==> src/rtl/serializer8.sv <==
// serializer8: byte-wide parallel-in, serial-out transmitter.
// Accepts a word via load/ready, streams 8 bits with valid and index, then pulses done.
module serializer8 #(
    parameter bit MSB_FIRST = 1'b1
) (
    input  logic       clk,
    input  logic       reset_n,
    input  logic [7:0] d,
    input  logic       load,
    output logic       ready,
    output logic       so,
    output logic       so_valid,
    output logic [2:0] bit_idx,
    output logic       done
);

    typedef enum logic [1:0] {
        IDLE  = 2'd0,
        SHIFT = 2'd1,
        DONE  = 2'd2
    } state_t;

    state_t     state, state_nx;
    logic [7:0] shreg, shreg_nx;
    logic [2:0] cnt, cnt_nx;

    always_ff @(posedge clk or negedge reset_n) begin
        if (!reset_n) begin
            state <= IDLE;
            shreg <= 8'h00;
            cnt   <= 3'd0;
        end else begin
            state <= state_nx;
            shreg <= shreg_nx;
            cnt   <= cnt_nx;
        end
    end

    always_comb begin
        state_nx = state;
        shreg_nx = shreg;
        cnt_nx   = cnt;
        ready    = 1'b0;
        so_valid = 1'b0;
        done     = 1'b0;
        so       = 1'b0;
        bit_idx  = 3'd0;
        unique case (state)
            IDLE: begin
                ready = 1'b1;
                if (load) begin
                    shreg_nx = d;
                    cnt_nx   = 3'd0;
                    state_nx = SHIFT;
                end
            end
            SHIFT: begin
                so_valid = 1'b1;
                bit_idx  = cnt;
                so       = MSB_FIRST ? shreg[7] : shreg[0];
                // Zero-fill so the register is clear once the word has gone.
                shreg_nx = MSB_FIRST ? {shreg[6:0], 1'b0}
                                     : {1'b0, shreg[7:1]};
                cnt_nx   = cnt + 3'd1;
                if (cnt == 3'd7) state_nx = DONE;
            end
            DONE: begin
                done     = 1'b1;
                state_nx = IDLE;
            end
            default: state_nx = IDLE;
        endcase
    end

endmodule
==> config.mk <==
export PLATFORM = sky130hd
export DESIGN_NAME = serializer8
export DESIGN_NICKNAME = d
export VERILOG_FILES = /design/src/rtl/serializer8.sv
export SDC_FILE = /design/constraint.sdc
export NUM_CORES = 1
export LEC_CHECK = 0
export ABC_AREA = 1
export CORE_AREA = 5 5 44 46
export DETAILED_ROUTE_END_ITERATION = 10
export DIE_AREA = 0 0 49 51
export GPL_ROUTABILITY_DRIVEN = 0
export HOLD_SLACK_MARGIN = 0.15
export PLACE_DENSITY = 0.76
export SLEW_MARGIN = 20
export SYNTH_ARGS = -nofsm -noshare
export SYNTH_HDL_FRONTEND = slang
export SYNTH_SLANG_ARGS = --single-unit
==> constraint.sdc <==
create_clock -name clk -period 1.75 [get_ports clk]
set_input_delay 0.35 -clock clk [delete_from_list [all_inputs] [get_ports clk]]
set_output_delay 0.35 -clock clk [all_outputs]
set_load 0.02 [all_outputs]
After elaboration in Yosys (flattened, before gate mapping)
Cells that the tools add are included.
{"block": "word_totals", "register_bits": 13, "latchBits": 0, "mem_bits_rw": 0, "rom_bits": 0, "output_inout_bits": 7, "mem_count": 0}
{"block": "classes", "add_sub_neg": 1, "n_mul": 0, "div_mod_pow": 0, "magnitude_cmp": 0, "eq_ne": 5, "shifts": 0, "n_mux": 12, "n_bitwise": 0, "n_reduce_logical": 4}
{"cell": "8-bit case mux with 2 select lines", "n": 1}
{"cell": "8-bit 2-to-1 mux", "n": 1}
{"cell": "3-bit 2-to-1 mux", "n": 2}
{"cell": "3-bit case mux with 2 select lines", "n": 1}
{"cell": "1-bit 2-to-1 mux", "n": 4}
{"cell": "2-bit 2-to-1 mux", "n": 2}
{"cell": "2-bit != test, second input constant", "n": 2}
{"cell": "2-bit case mux with 2 select lines", "n": 1}
{"cell": "2-bit AND reduction", "n": 2}
{"cell": "3-bit by 1-bit adder with 3-bit output, second input constant", "n": 1}
{"cell": "3-bit == test, second input constant", "n": 1}
{"cell": "2-bit by 1-bit == test with 1-bit output, second input constant", "n": 1}
{"cell": "2-bit == test, second input constant", "n": 1}
{"cell": "2-bit logical NOT", "n": 1}
{"cell": "2-bit nonzero test", "n": 1}

Depth between registers and ports, before layout
Gate-level depths: netlist (run 1).
{"block": "logic_depth", "word_depth": 3, "depth_mapped": 6, "depth_no_buf": 5}

Least setup slack after synthesis (run 1)
Ideal clock, no wire load.
{"block": "synth_timing", "kind": "reg2out", "startpoint": "register state[1]", "endpoint": "output port bit_idx[1]", "arrival_time_ns": 0.969, "required_time_ns": 1.400, "slack_ns": 0.431, "path_stages_with_launch": 5, "path_cell_list": "dfrtp_1 -> inv_2 -> nand2_4 -> buf_6 -> nor2_1"}
{"block": "synth_between", "elab_chain_cells": 2}
{"element": "start, declared", "line_no": "23", "rtl": "state_t state, state_nx;"}
{"element": "start signal, assigned", "line_no": "33", "rtl": "state <= state_nx;"}
{"element": "2-bit by 1-bit == test with 1-bit output", "line_no": "48", "rtl": "unique case (state)"}
{"element": "3-bit 2-to-1 mux", "line_no": "48"}
{"element": "end, declared", "line_no": "13", "rtl": "output logic [2:0] bit_idx,"}
Every way passes these cells.

Worst setup path after layout (run 1)
Same ends and word-level chain as after synthesis.

==> impl_metrics.sql, run 1 <==
INSERT INTO impl_metrics (metric_group, metric, value, unit) VALUES
('floorplan', 'core_region_area', '0.00147', 'sq mm'),
('critical_path', 'timing.critical_path.cells', 'inv_2 -> nand2_4 -> nor2_1 -> dlygate4sd2_1', ''),
('route', 'dr.first_iter.drc_count', '15', ''),
('critical_path', 'setup.worst_path.start_class', 'flip-flop', ''),
('final_layout', 'final_net_count', '126', ''),
('critical_path', 'worstSetupStartpoint', 'state[1]', ''),
('route', 'avgRoutedWirePerCell', '12.6', 'um'),
('route', 'num_vias', '640', ''),
('cts', 'ctsLongestPathBuffers', '2', ''),
('power', 'leakage', '0.000495', 'uW'),
('sta', 'grt_setup_unrepaired', 'false', ''),
('power', 'p_per_area', '1670', 'mW/mm^2'),
('final_layout', 'area_growth_syn_to_layout', '33.8', '%'),
('final_layout', 'insertedDiodeCount', '0', ''),
('route', 'total_routed_length', '1610', 'um'),
('sta', 'worst-slew-pin-transition', '0.589', 'ns'),
('floorplan', 'floorplan.die_area', '0.00250', 'sq mm'),
('critical_path', 'slowest_delay', '0.40', 'ns'),
('sta', 'setup_total_negative_slack', '0', 'ns'),
('run_status', 'outcome', 'completed', ''),
('floorplan', 'start_util', '0.458', ''),
('floorplan', 'top_ports', '18', ''),
('cts', 'clk_pin_slew_worst_paths', '0.08', 'ns'),
('route', 'vias_per_cell', '5.00', ''),
('global_route', 'grt_first_pass_wirelength', '2680', 'um'),
('critical_path', 'cp_data_arrival_time', '1.33', 'ns'),
('cts', 'ctsHtreeMaxLevel', '1', ''),
('critical_path', 'worst-path-max-fanout', '10', ''),
('global_route', 'grt_antenna_before_repair', '0', ''),
('placement', 'port_buffers', '17', ''),
('route', 'detail_route.first_pass.iterations', '4', ''),
('critical_path', 'rr_startpoint', 'state[0]', ''),
('sta', 'slew_viol_final', '0', ''),
('sta', 'setup_violation_total_in_the_final_timing_report', '0', ''),
('logic_synthesis', 'ys_seq_area_frac', '0.482', ''),
('global_route', 'grt.overflow.total', '0', ''),
('cts', 'cts_hold_buf', '0', ''),
('logic_synthesis', 'syn_inst', '87', ''),
('sta', 'maxClockFrequency', '594', 'MHz'),
('sta', 'slew-limit-headroom', '0.606', ''),
('route', 'drcViolationCount', '0', ''),
('logic_synthesis', 'combined_area_of_all_synthesized_cells', '674', 'sq um'),
('logic_synthesis', 'synth.lib_cells_used.distinct', '15', ''),
('power', 'worst_voltage_drop_across_the_vdd_grid', '0.000836', 'V'),
('logic_synthesis', 'yosys_warnings', '0', ''),
('cts', 'clock_insertion_delay_worst_skew', '0.28', 'ns'),
('placement', 'place_worst_setup_slack', '0.0592', 'ns'),
('sta', 'timing.final.ws_setup', '0.0664', 'ns'),
('critical_path', 'cp_slowest_cell', 'sky130_fd_sc_hd__dfrtp_1', ''),
('logic_synthesis', 'synthesis.area_per_instance', '7.75', 'sq um'),
('sta', 'finalWorstPathRequiredPeriod', '1.68', 'ns'),
('cts', 'clock_tree_from_tritoncts', 'yes', ''),
('critical_path', 'crit_required', '1.40', 'ns'),
('critical_path', 'endpoint_kind', 'primary output', ''),
('flow_run', 'max-cap-violations', '0', ''),
('min_path', 'min_path_type', 'input port to asynchronous set/reset pin', ''),
('floorplan', 'dieWidth', '49', 'um'),
('cts', 'cts-buffers-inserted', '3', ''),
('critical_path', 'timing_worst_setup_path_type', 'flip-flop to primary output', ''),
('logic_synthesis', 'ys_seq_elements', '13', ''),
('final_layout', 'layout-drive-gt1-share', '0.143', ''),
('logic_synthesis', 'net_count_synth', '100', ''),
('sta', 'final.setup_skew', '0.000735', 'ns'),
('floorplan', 'floorplan.die.height', '51', 'um'),
('floorplan', 'std_cell_rows', '14', ''),
('route', 'final_antenna_net_count', '0', ''),
('cts', 'cts_root_buf', 'sky130_fd_sc_hd__clkbuf_4', ''),
('global_route', 'vias_in_the_first_global_route', '595', ''),
('placement', 'detailed_place_hpwl', '1210', 'um'),
('sta', 'final.period_utilization', '0.962', ''),
('sta', 'report.final.hold_viol_count', '0', ''),
('global_route', 'global_route.usage.total', '0.138', ''),
('global_route', 'grt_max_degree', '14', ''),
('cts', 'numClockSinks', '13', '');
[sequential cells by signal, indices dropped and copies added, names as in the netlist]
| register | cells |
|---|---|
| cnt | 3 |
| shreg | 8 |
| state | 2 |
[stage by stage]
step                      hold slack (ns)  total power (uW)   util  instance area, sq um  cells
after global placement              0.462              1340  0.603                   887    124
after floorplan                    0.0544              1040      -                   674     87
after global routing                0.485              1640  0.613                   902    128
after detailed placement            0.472              1370  0.603                   887    124
after CTS                           0.461              1510  0.616                   906    128
final                               0.432              1500  0.613                   902    128
[repair_timing]
item / 4_1_cts / 5_1_grt
resized for setup: 8 / 2
hold endpoints to repair: 0 / 0
endpoints found under the setup margin: 7 / 1
setup buffers: 0 / 0
[cells in the mapped netlist]
master / n / area, sq um
sky130_fd_sc_hd__nand2_4: 1 / 11.3
sky130_fd_sc_hd__dfrtp_1: 13 / 325
sky130_fd_sc_hd__o21ai_2: 1 / 8.76
sky130_fd_sc_hd__o21ai_1: 1 / 5.00
sky130_fd_sc_hd__inv_1: 16 / 60.1
sky130_fd_sc_hd__a21oi_1: 2 / 10.0
sky130_fd_sc_hd__inv_2: 1 / 3.75
sky130_fd_sc_hd__nand2_1: 26 / 97.6
sky130_fd_sc_hd__nor2_1: 6 / 22.5
sky130_fd_sc_hd__ha_1: 2 / 25.0
sky130_fd_sc_hd__nand2_2: 1 / 6.26
sky130_fd_sc_hd__nor2_2: 1 / 6.26
sky130_fd_sc_hd__buf_6: 2 / 22.5
sky130_fd_sc_hd__nand3_1: 12 / 60.1
sky130_fd_sc_hd__o21ai_0: 2 / 10.0
[cell families after synthesis]
| family | synth area share |
|---|---|
| and+or+nand+nor | 0.302 |
| buffers and inverters | 0.128 |
| DFF | 0.482 |
| AOI/OAI and AO/OA | 0.0501 |
| adders and majority gates | 0.0371 |
[cell type report]
cell class              instances  area, sq um
multi-input cells              55          263
repair buffers                 23          203
flip-flops and latches         13          327
well taps                      16         20.0
clock buffers                   4         26.3
inverters                      17         63.8
fillers                       138          569
[worst max-delay path: cells and delay by family (launching register included)]
| family | cells | cell delay [ns] |
|---|---|---|
| DFF | 1 | 0.40 |
| buffers and inverters | 2 | 0.43 |
| and+or+nand+nor | 2 | 0.21 |
[final timing paths]
| check | end | slack, ns | cells after the start |
|---|---|---|---|
| worst max-delay path | bit_idx[1] | 0.07 | 4 |
| worst min-delay path | shreg[0] | 0.43 | 1 |
| worst max register to register | shreg[1] | 0.57 | 4 |
| worst min register to register | shreg[2] | 0.49 | 2 |
| max in group asynchronous | state[0] | 0.90 | 1 |
| min in group clk | shreg[2] | 0.49 | 2 |
[placed cells by master, fill, tap and decap left out, types with 3 or more instances in the layout]
cell,synthesis,routed
sky130_fd_sc_hd__dlygate4sd2_1,0,6
sky130_fd_sc_hd__nand2_1,26,26
sky130_fd_sc_hd__clkbuf_4,0,3
sky130_fd_sc_hd__buf_4,0,6
sky130_fd_sc_hd__clkdlybuf4s50_1,0,10
sky130_fd_sc_hd__dfrtp_1,13,12
sky130_fd_sc_hd__nand3_1,12,12
sky130_fd_sc_hd__inv_1,16,16
sky130_fd_sc_hd__nor2_1,6,6
[metal layers]
metal,wire [um],up-vias,global-route usage,part of all wire
met4,47,0,0.0628,0.029
met2,785,19,0.217,0.49
met3,89,7,0.0320,0.055
met5,0,-,0,0
li1,-,314,-,-
met1,687,300,0.179,0.43
[where the power goes]
| group | leakage, uW | internal [uW] | switching, uW |
|---|---|---|---|
| registers | 0.000159 | 433 | 87.3 |
| clock network | 0.0000150 | 88.7 | 107 |
| logic | 0.000321 | 325 | 462 |
No activity file was read; power rests on OpenSTA's default activity.
==> run 2, diff against run 1 <==
--- a/config.mk
+++ b/config.mk
@@ -6,12 +6,13 @@
 export NUM_CORES = 1
 export LEC_CHECK = 0
 export ABC_AREA = 1
-export CORE_AREA = 5 5 44 46
+export CAP_MARGIN = 20
+export CORE_AREA = 5 5 46 48
 export DETAILED_ROUTE_END_ITERATION = 10
-export DIE_AREA = 0 0 49 51
+export DIE_AREA = 0 0 51 53
 export GPL_ROUTABILITY_DRIVEN = 0
 export HOLD_SLACK_MARGIN = 0.15
-export PLACE_DENSITY = 0.76
+export PLACE_DENSITY = 0.7
 export SLEW_MARGIN = 20
 export SYNTH_ARGS = -nofsm -noshare
 export SYNTH_HDL_FRONTEND = slang
==> constraint.sdc (replaced) <==
create_clock -name clk -period 2.1 [get_ports clk]
set_input_delay 0.42 -clock clk [delete_from_list [all_inputs] [get_ports clk]]
set_output_delay 0.42 -clock clk [all_outputs]
set_load 0.02 [all_outputs]
==> impl_metrics.sql, run 2 (synthesis gave the netlist of run 1 again) <==
INSERT INTO impl_metrics (metric_group, metric, value, unit) VALUES
('cts', 'cts_hold_buf', '0', ''),
('sta', 'report.final.hold_viol_count', '0', ''),
('route', 'detail_route.first_pass.iterations', '4', ''),
('final_layout', 'multiInputGateArea', '263', 'sq um'),
('route', 'drcViolationCount', '0', ''),
('cts', 'cts_root_buf', 'sky130_fd_sc_hd__clkbuf_4', ''),
('placement', 'place_worst_setup_slack', '0.241', 'ns'),
('sta', 'setup_total_negative_slack', '0', 'ns'),
('sta', 'worst-slew-pin-transition', '0.579', 'ns'),
('final_layout', 'final_common_cell', 'sky130_fd_sc_hd__nand2_1', ''),
('cts', 'clk_pin_slew_worst_paths', '0.08', 'ns'),
('critical_path', 'cp_slowest_cell', 'sky130_fd_sc_hd__clkdlybuf4s50_1', ''),
('final_layout', 'seqCellArea', '327', 'sq um'),
('cts', 'clock_insertion_delay_worst_skew', '0.27', 'ns'),
('final_layout', 'final_net_count', '121', ''),
('floorplan', 'core_region_area', '0.00167', 'sq mm'),
('floorplan', 'start_util', '0.404', ''),
('global_route', 'grt_max_degree', '14', ''),
('power', 'p_per_area', '1380', 'mW/mm^2'),
('sta', 'slew-limit-headroom', '0.613', ''),
('cts', 'post-cts-setup-buffer-count', '0', ''),
('final_layout', 'fillerInstances', '167', ''),
('run_status', 'outcome', 'completed', ''),
('critical_path', 'timing_worst_setup_path_type', 'flip-flop to primary output', ''),
('cts', 'numClockSinks', '13', ''),
('critical_path', 'worstSetupStartpoint', 'state[0]', ''),
('floorplan', 'floorplan.die.height', '53', 'um'),
('critical_path', 'r2r_slack', '0.94', 'ns'),
('min_path', 'min_path_type', 'flip-flop to flip-flop', ''),
('floorplan', 'floorplan.die_area', '0.00270', 'sq mm'),
('critical_path', 'cp_data_arrival_time', '1.58', 'ns'),
('floorplan', 'top_ports', '18', ''),
('min_path', 'min_from', 'shreg[3]', ''),
('sta', 'maxClockFrequency', '500', 'MHz'),
('power', 'total_power', '1220', 'uW'),
('sta', 'final.setup_skew', '0.000263', 'ns'),
('route', 'total_routed_length', '1490', 'um'),
('sta', 'grt_setup_unrepaired', 'false', ''),
('global_route', 'global_route.usage.total', '0.126', ''),
('power', 'leakage', '0.000495', 'uW'),
('critical_path', 'endpoint_kind', 'primary output', ''),
('final_layout', 'insertedDiodeCount', '0', ''),
('cts', 'ctsHtreeMaxLevel', '1', ''),
('sta', 'slew_viol_final', '0', ''),
('flow_run', 'max-cap-violations', '0', ''),
('final_layout', 'layout.cells.most_common_list', '26 x sky130_fd_sc_hd__nand2_1, 16 x sky130_fd_sc_hd__inv_1, 12 x sky130_fd_sc_hd__nand3_1, 12 x sky130_fd_sc_hd__dfrtp_1, 12 x sky130_fd_sc_hd__clkdlybuf4s50_1', ''),
('route', 'final_antenna_net_count', '0', ''),
('route', 'num_vias', '596', ''),
('sta', 'finalWorstPathRequiredPeriod', '2.00', 'ns'),
('route', 'vias_per_cell', '4.81', ''),
('global_route', 'grt.overflow.total', '0', ''),
('power', 'worst_voltage_drop_across_the_vdd_grid', '0.000750', 'V'),
('cts', 'clock_tree_from_tritoncts', 'yes', ''),
('sta', 'setup_violation_total_in_the_final_timing_report', '0', ''),
('final_layout', 'largest_register_ff_count', '8', ''),
('global_route', 'vias_in_the_first_global_route', '577', ''),
('sta', 'timing.final.ws_setup', '0.101', 'ns'),
('final_layout', 'area_growth_syn_to_layout', '31.0', '%'),
('min_path', 'worstHoldPathCells', '2', ''),
('critical_path', 'timing.critical_path.cells', 'nor2_2 -> clkdlybuf4s50_1', ''),
('floorplan', 'std_cell_rows', '15', ''),
('critical_path', 'crit_required', '1.68', 'ns'),
('route', 'dr.first_iter.drc_count', '6', ''),
('critical_path', 'rr_startpoint', 'cnt[0]', ''),
('critical_path', 'setup.worst_path.start_class', 'flip-flop', ''),
('sta', 'final.period_utilization', '0.952', ''),
('min_path', 'worst_hold_path.endpoint', 'shreg[3]', ''),
('critical_path', 'slowest_delay', '0.64', 'ns'),
('final_layout', 'reg.largest.list', 'shreg (8), cnt (3), state (2)', ''),
('global_route', 'grt_antenna_before_repair', '0', ''),
('cts', 'cts-buffers-inserted', '3', ''),
('critical_path', 'worst-path-max-fanout', '7', ''),
('cts', 'ctsLongestPathBuffers', '2', ''),
('placement', 'detailed_place_hpwl', '1130', 'um'),
('floorplan', 'dieWidth', '51', 'um'),
('global_route', 'grt_first_pass_wirelength', '2520', 'um'),
('final_layout', 'layout-drive-gt1-share', '0.0935', ''),
('critical_path', 'r2r_cells', '4', ''),
('critical_path', 'r2r-end', 'cnt[2]', ''),
('route', 'avgRoutedWirePerCell', '12.0', 'um'),
('placement', 'port_buffers', '17', ''),
('final_layout', 'register_with_the_most_flip_flops', 'shreg', '');
-- run 2: cell types whose count changed in the layout (fill, tap and decap cells not counted), sizes merged --
cell	change
buf	-5
dlygate4sd2	-4
dlymetal6s2s	+3
clkdlybuf4s50	+2
clkbuf	-1
-- run 2: critical path, delay by kind of cell, from the launching register on --
kind	cells	cell delay (ns)
buffers and inverters	1	0.64
DFF	1	0.47
and+or+nand+nor	1	0.20
-- run 2: per-layer routing --
layer | GRT usage | vias up | part of all wire
li1 | - | 303 | -
met1 | 0.146 | 280 | 0.43
met2 | 0.223 | 13 | 0.52
met3 | 0.0282 | 0 | 0.047
met4 | 0.0538 | 0 | 0
met5 | 0 | - | 0
-- run 2: layout make-up --
cell class / instances / share of cell area
Clock buffer: 4 / 0.0297
Inverter: 17 / 0.0722
Multi-Input combinational cell: 55 / 0.297
Sequential cell: 13 / 0.370
Tap cell: 17 / 0.0241
Timing Repair Buffer: 18 / 0.207
-- run 2: report_power, final --
| part | switching, uW | leakage [uW] | internal (uW) |
|---|---|---|---|
| Clock | 79.2 | 0.0000150 | 73.6 |
| Sequential | 76.4 | 0.000159 | 361 |
| Combinational | 373 | 0.000321 | 253 |
-- run 2: timing repair --
| item | in CTS | in global routing |
|---|---|---|
| resized for setup | 3 | 3 |
| endpoints found under the setup margin | 5 | 3 |
| pin swaps | 0 | 0 |
-- run 2: stage by stage --
step,hold WS (ns),instance area [sq um],std cells,util
final,0.484,883,124,0.529
after CTS,0.492,876,124,0.524
after floorplan,0.124,674,87,-
after detailed placement,0.470,851,120,0.509
after global placement,0.464,851,120,0.509
after global routing,0.517,883,124,0.529
-- run 2: worst max path at each step --
stage	end	slack (ns)	depth (start not counted)
3_5_place_dp	bit_idx[0]	0.24	3
3_3_place_gp	bit_idx[0]	0.30	3
6_report	ready	0.10	2
2_1_floorplan	bit_idx[1]	0.71	4
5_1_grt	ready	0.03	2
4_1_cts	so	0.02	4
==> run 3, diff against run 2 <==
--- a/config.mk
+++ b/config.mk
@@ -13,6 +13,7 @@
 export GPL_ROUTABILITY_DRIVEN = 0
 export HOLD_SLACK_MARGIN = 0.15
 export PLACE_DENSITY = 0.7
+export SKIP_CTS_REPAIR_TIMING = 1
 export SLEW_MARGIN = 20
 export SYNTH_ARGS = -nofsm -noshare
 export SYNTH_HDL_FRONTEND = slang
==> impl_metrics.sql, run 3 (synthesis gave the netlist of run 1 again) <==
INSERT INTO impl_metrics (metric_group, metric, value, unit) VALUES
('critical_path', 'worst-path-max-fanout', '7', ''),
('final_layout', 'layout.cells.most_common_list', '26 x sky130_fd_sc_hd__nand2_1, 16 x sky130_fd_sc_hd__inv_1, 12 x sky130_fd_sc_hd__nand3_1, 12 x sky130_fd_sc_hd__dfrtp_1, 12 x sky130_fd_sc_hd__clkdlybuf4s50_1', ''),
('route', 'num_vias', '600', ''),
('critical_path', 'setup.worst_path.start_class', 'flip-flop', ''),
('final_layout', 'insertedDiodeCount', '0', ''),
('sta', 'final.setup_skew', '0.00166', 'ns'),
('floorplan', 'std_cell_rows', '15', ''),
('final_layout', 'number_of_standard_cells_in_the_layout_taps_in_and_fillers_out', '124', ''),
('sta', 'setup_violation_total_in_the_final_timing_report', '0', ''),
('critical_path', 'cp_data_arrival_time', '1.58', 'ns'),
('global_route', 'grt_antenna_before_repair', '0', ''),
('final_layout', 'area_growth_syn_to_layout', '32.1', '%'),
('min_path', 'min_path_type', 'flip-flop to flip-flop', ''),
('critical_path', 'endpoint_kind', 'primary output', ''),
('floorplan', 'core_region_area', '0.00167', 'sq mm'),
('cts', 'cts_root_buf', 'sky130_fd_sc_hd__clkbuf_4', ''),
('critical_path', 'cp_slowest_cell', 'sky130_fd_sc_hd__clkdlybuf4s50_1', ''),
('final_layout', 'largest_register_ff_count', '8', ''),
('sta', 'grt_setup_unrepaired', 'false', ''),
('cts', 'ctsLongestPathBuffers', '2', ''),
('sta', 'maxClockFrequency', '500', 'MHz'),
('route', 'final_antenna_net_count', '0', ''),
('placement', 'place_inst', '120', ''),
('sta', 'final.period_utilization', '0.952', ''),
('route', 'vias_per_cell', '4.84', ''),
('placement', 'port_buffers', '17', ''),
('final_layout', 'final_net_count', '121', ''),
('route', 'detail_route.first_pass.iterations', '4', ''),
('sta', 'slew-limit-headroom', '0.613', ''),
('run_status', 'outcome', 'completed', ''),
('sta', 'report.final.hold_viol_count', '0', ''),
('route', 'drcViolationCount', '0', ''),
('critical_path', 'rr_startpoint', 'cnt[0]', ''),
('global_route', 'grt_max_degree', '14', ''),
('floorplan', 'floorplan.die.height', '53', 'um'),
('power', 'p_per_area', '1380', 'mW/mm^2'),
('global_route', 'global_route.usage.total', '0.126', ''),
('sta', 'slew_viol_final', '0', ''),
('min_path', 'min_from', 'shreg[3]', ''),
('cts', 'numClockSinks', '13', ''),
('sta', 'setup_total_negative_slack', '0', 'ns'),
('floorplan', 'top_ports', '18', ''),
('route', 'dr.first_iter.drc_count', '6', ''),
('cts', 'ctsHtreeMaxLevel', '1', ''),
('sta', 'finalWorstPathRequiredPeriod', '2.00', 'ns'),
('floorplan', 'dieWidth', '51', 'um'),
('critical_path', 'timing.critical_path.cells', 'nor2_2 -> clkdlybuf4s50_1', ''),
('critical_path', 'cp_top_family', 'buffers and inverters', ''),
('critical_path', 'crit_required', '1.68', 'ns'),
('global_route', 'grt.overflow.total', '0', ''),
('sta', 'worst-slew-pin-transition', '0.579', 'ns'),
('cts', 'clock_insertion_delay_worst_skew', '0.27', 'ns'),
('critical_path', 'timing_worst_setup_path_type', 'flip-flop to primary output', ''),
('final_layout', 'register_with_the_most_flip_flops', 'shreg', ''),
('final_layout', 'layout-drive-gt1-share', '0.0935', ''),
('critical_path', 'worstPathBufferInverterCount', '1', ''),
('final_layout', 'fillerInstances', '164', ''),
('power', 'worst_voltage_drop_across_the_vdd_grid', '0.000767', 'V'),
('critical_path', 'worstSetupStartpoint', 'state[0]', ''),
('global_route', 'vias_in_the_first_global_route', '577', ''),
('flow_run', 'max-cap-violations', '0', ''),
('final_layout', 'final_common_cell', 'sky130_fd_sc_hd__nand2_1', ''),
('critical_path', 'slowest_delay', '0.64', 'ns'),
('route', 'total_routed_length', '1500', 'um'),
('global_route', 'grt_first_pass_wirelength', '2520', 'um'),
('cts', 'clock_tree_from_tritoncts', 'yes', ''),
('placement', 'detailed_place_hpwl', '1130', 'um'),
('floorplan', 'start_util', '0.404', ''),
('power', 'leakage', '0.000509', 'uW'),
('floorplan', 'floorplan.die_area', '0.00270', 'sq mm'),
('route', 'avgRoutedWirePerCell', '12.1', 'um'),
('cts', 'cts-buffers-inserted', '3', ''),
('cts', 'clk_pin_slew_worst_paths', '0.08', 'ns'),
('final_layout', 'reg.largest.list', 'shreg (8), cnt (3), state (2)', '');
[run 3: final cells by class]
class	count	area, sq um	area share
repair buffers	18	190	0.213
well taps	17	21.3	0.0239
multi-input cells	55	263	0.295
clock buffers	4	26.3	0.0295
inverters	17	63.8	0.0716
flip-flops and latches	13	327	0.367
[run 3: worst paths after layout]
kind                            endpoint  cells after the start  slack, ns
worst min register to register  shreg[3]                      2       0.48
max in group asynchronous       state[0]                      1       1.18
worst min-delay path            shreg[3]                      2       0.48
worst max register to register    cnt[2]                      4       0.94
worst max-delay path               ready                      2       0.10
min in group asynchronous       shreg[7]                      1       0.51
[run 3: tightest hold or removal path: cells and delay by family, from the launching register on]
family        cells  cell delay [ns]
flops             1             0.34
simple gates      2             0.11
[run 3: metal layers]
layer  track usage  up-vias  part of all wire
met5             0        -                 0
met4        0.0538        0                 0
met3        0.0282        0             0.045
met2         0.223       15              0.52
met1         0.146      281              0.43
li1              -      304                 -
[run 3: metrics by stage]
| stage | total power [uW] | utilization | instance area, sq um | worst slack (ns) | hold slack, ns |
|---|---|---|---|---|---|
| floorplan | 868 | - | 674 | 0.711 | 0.124 |
| global placement | 1070 | 0.509 | 851 | 0.295 | 0.464 |
| detailed placement | 1100 | 0.509 | 851 | 0.241 | 0.470 |
| CTS | 1260 | 0.525 | 877 | -0.0826 | 0.492 |
| global route | 1330 | 0.533 | 891 | 0.0334 | 0.517 |
| finish | 1230 | 0.533 | 891 | 0.101 | 0.484 |
[run 3: power breakdown]
| group | leakage, uW | internal [uW] | switching, uW |
|---|---|---|---|
| clock network | 0.0000150 | 73.6 | 80.0 |
| logic | 0.000335 | 265 | 375 |
| registers | 0.000159 | 361 | 76.6 |
| total | 0.000509 | 699 | 532 |
==> patch (config.mk and constraints of run 1) <==
`MSB_FIRST`: 1'b1 -> 1'b0.
--- a/src/rtl/serializer8.sv
+++ b/src/rtl/serializer8.sv
@@ -1,7 +1,7 @@
 // serializer8: byte-wide parallel-in, serial-out transmitter.
 // Accepts a word via load/ready, streams 8 bits with valid and index, then pulses done.
 module serializer8 #(
-    parameter bit MSB_FIRST = 1'b1
+    parameter bit MSB_FIRST = 1'b0
 ) (
     input  logic       clk,
     input  logic       reset_n,
Formal check against the unedited RTL: not equivalent (a bounded check fails within 4 cycles, from zero or initial values and one cycle with reset_n low).
==> patch against run 1 <==
Total power is 14% higher; cell area increased by 12%; area after synthesis is 18% higher; register-to-register slack lost 0.10 ns; combinational power increased by 24%; setup slack better by 0.025 ns; wire length fell by 4.7%; critical path depth unchanged; fmax up 1.5%; first-iteration DRC count decreased by 33%; sequential cell count unchanged; core utilization grew 7.1 points; highest routed layer unchanged.
==> patch: results (changes against run 1) <==
post-DP HPWL=1.20 mm (-1.3%); sequential share of the synthesized area=40.8% (-7.4 points); vias per cell=4.76 (-4.9%); first-pass GRT wire length=2.66 mm (-0.78%); Post-Synth Adder-Cell Area=3.14% (-0.57 points); DRT Wirelength=1.53 mm (-4.7%); switching portion of total power=44.7% (+1.1 points); Synth area leaders=dfrtp_1 (41%), nand2_1 (9.9%), inv_1 (9.4%), nand3_2 (8.8%), nand3_1 (5.0%); cell internal pwr=0.943 mW (+11%); final hold slack=0.323 ns (-0.109 ns); GRT Util Overall=13.7% (-0.089 points); dpl ws=0.0439 ns (-0.0153 ns); R2R setup slack=0.47 ns (-0.10 ns); status=complete, no violations; syn nets=108 (+8.0%); Diodes inserted=0 (unchanged); cts repair resizes=8 (unchanged); total CTS buffers=3 (unchanged); DR vias=642 (+0.31%); layout cells sized above 1=25.2% (+11 points); largest net degree at the start of global routing=11 (-3); reg2reg path depth=7 (+3); Reg2Reg Capture Point=shreg[0]; Synth Area in Compound Gates=4.55% (-0.46 points); post-synthesis mux area share=0% (unchanged); Post-synth top cells=nand2_1 (21), inv_1 (20), dfrtp_1 (13); number of placed instances, taps included=131 (+5.6%); worst slew pin tran=0.339 ns (-0.250 ns); crit path DAT=1.31 ns (-0.02 ns); Root Buffer=clkbuf_4; Logic pwr share=57.2% (+4.8 points); yosys warns=0 (unchanged); min cycle time layout=1.66 ns (-0.0249 ns); FILL cells=118 (-14%); number of setup buffers added after CTS=0 (unchanged); library cells used by synthesis=17 (+2); worst vdd ir=1.20 mV (+44%); Async S/R FF share, synth=100% (unchanged); Iter 0 DRT Violations=10 (-5); Leak=0.562 nW (+14%); Placed Area=990 sq um (+12%); RR Startpoint=state[1]; clock skew=0.0103 ns (+0.00960 ns); clk pwr=0.192 mW (-2%); vias in the first global route=609 (+2.4%); CP peak stage delay=0.41 ns; port bufs=17 (unchanged); layout overhead on the synthesized area=26.4%; Avg Cell Area, Syn=8.39 sq um (+8.2%)
[patch: routing by layer]
layer	global-route usage [%]	up-vias	share of wire [%]
li1	-	336	-
met4	8.07	0	1.7
met2	21.3	11	50
met5	0	-	0
met1	17.7	291	44
met3	2.62	4	4.1
[patch: final cells by class]
type / count / area share [%]
multi-input cells: 57 / 34.2
flip-flops and latches: 13 / 32.4
repair buffers: 23 / 20.4
inverters: 22 / 8.45
clock buffers: 4 / 2.61
well taps: 16 / 1.99
[patch: how the worst max path moves through the flow]
| stage | startpoint | end | slack, ns | cells after the start |
|---|---|---|---|---|
| after CTS | state[1] | bit_idx[0] | 0.02 | 4 |
| after floorplan | state[1] | bit_idx[1] | 0.38 | 4 |
| after global placement | state[0] | bit_idx[0] | 0.08 | 3 |
| after global routing | state[1] | so | 0.01 | 4 |
| final | state[1] | so_valid | 0.09 | 4 |
| after detailed placement | state[0] | bit_idx[0] | 0.04 | 3 |
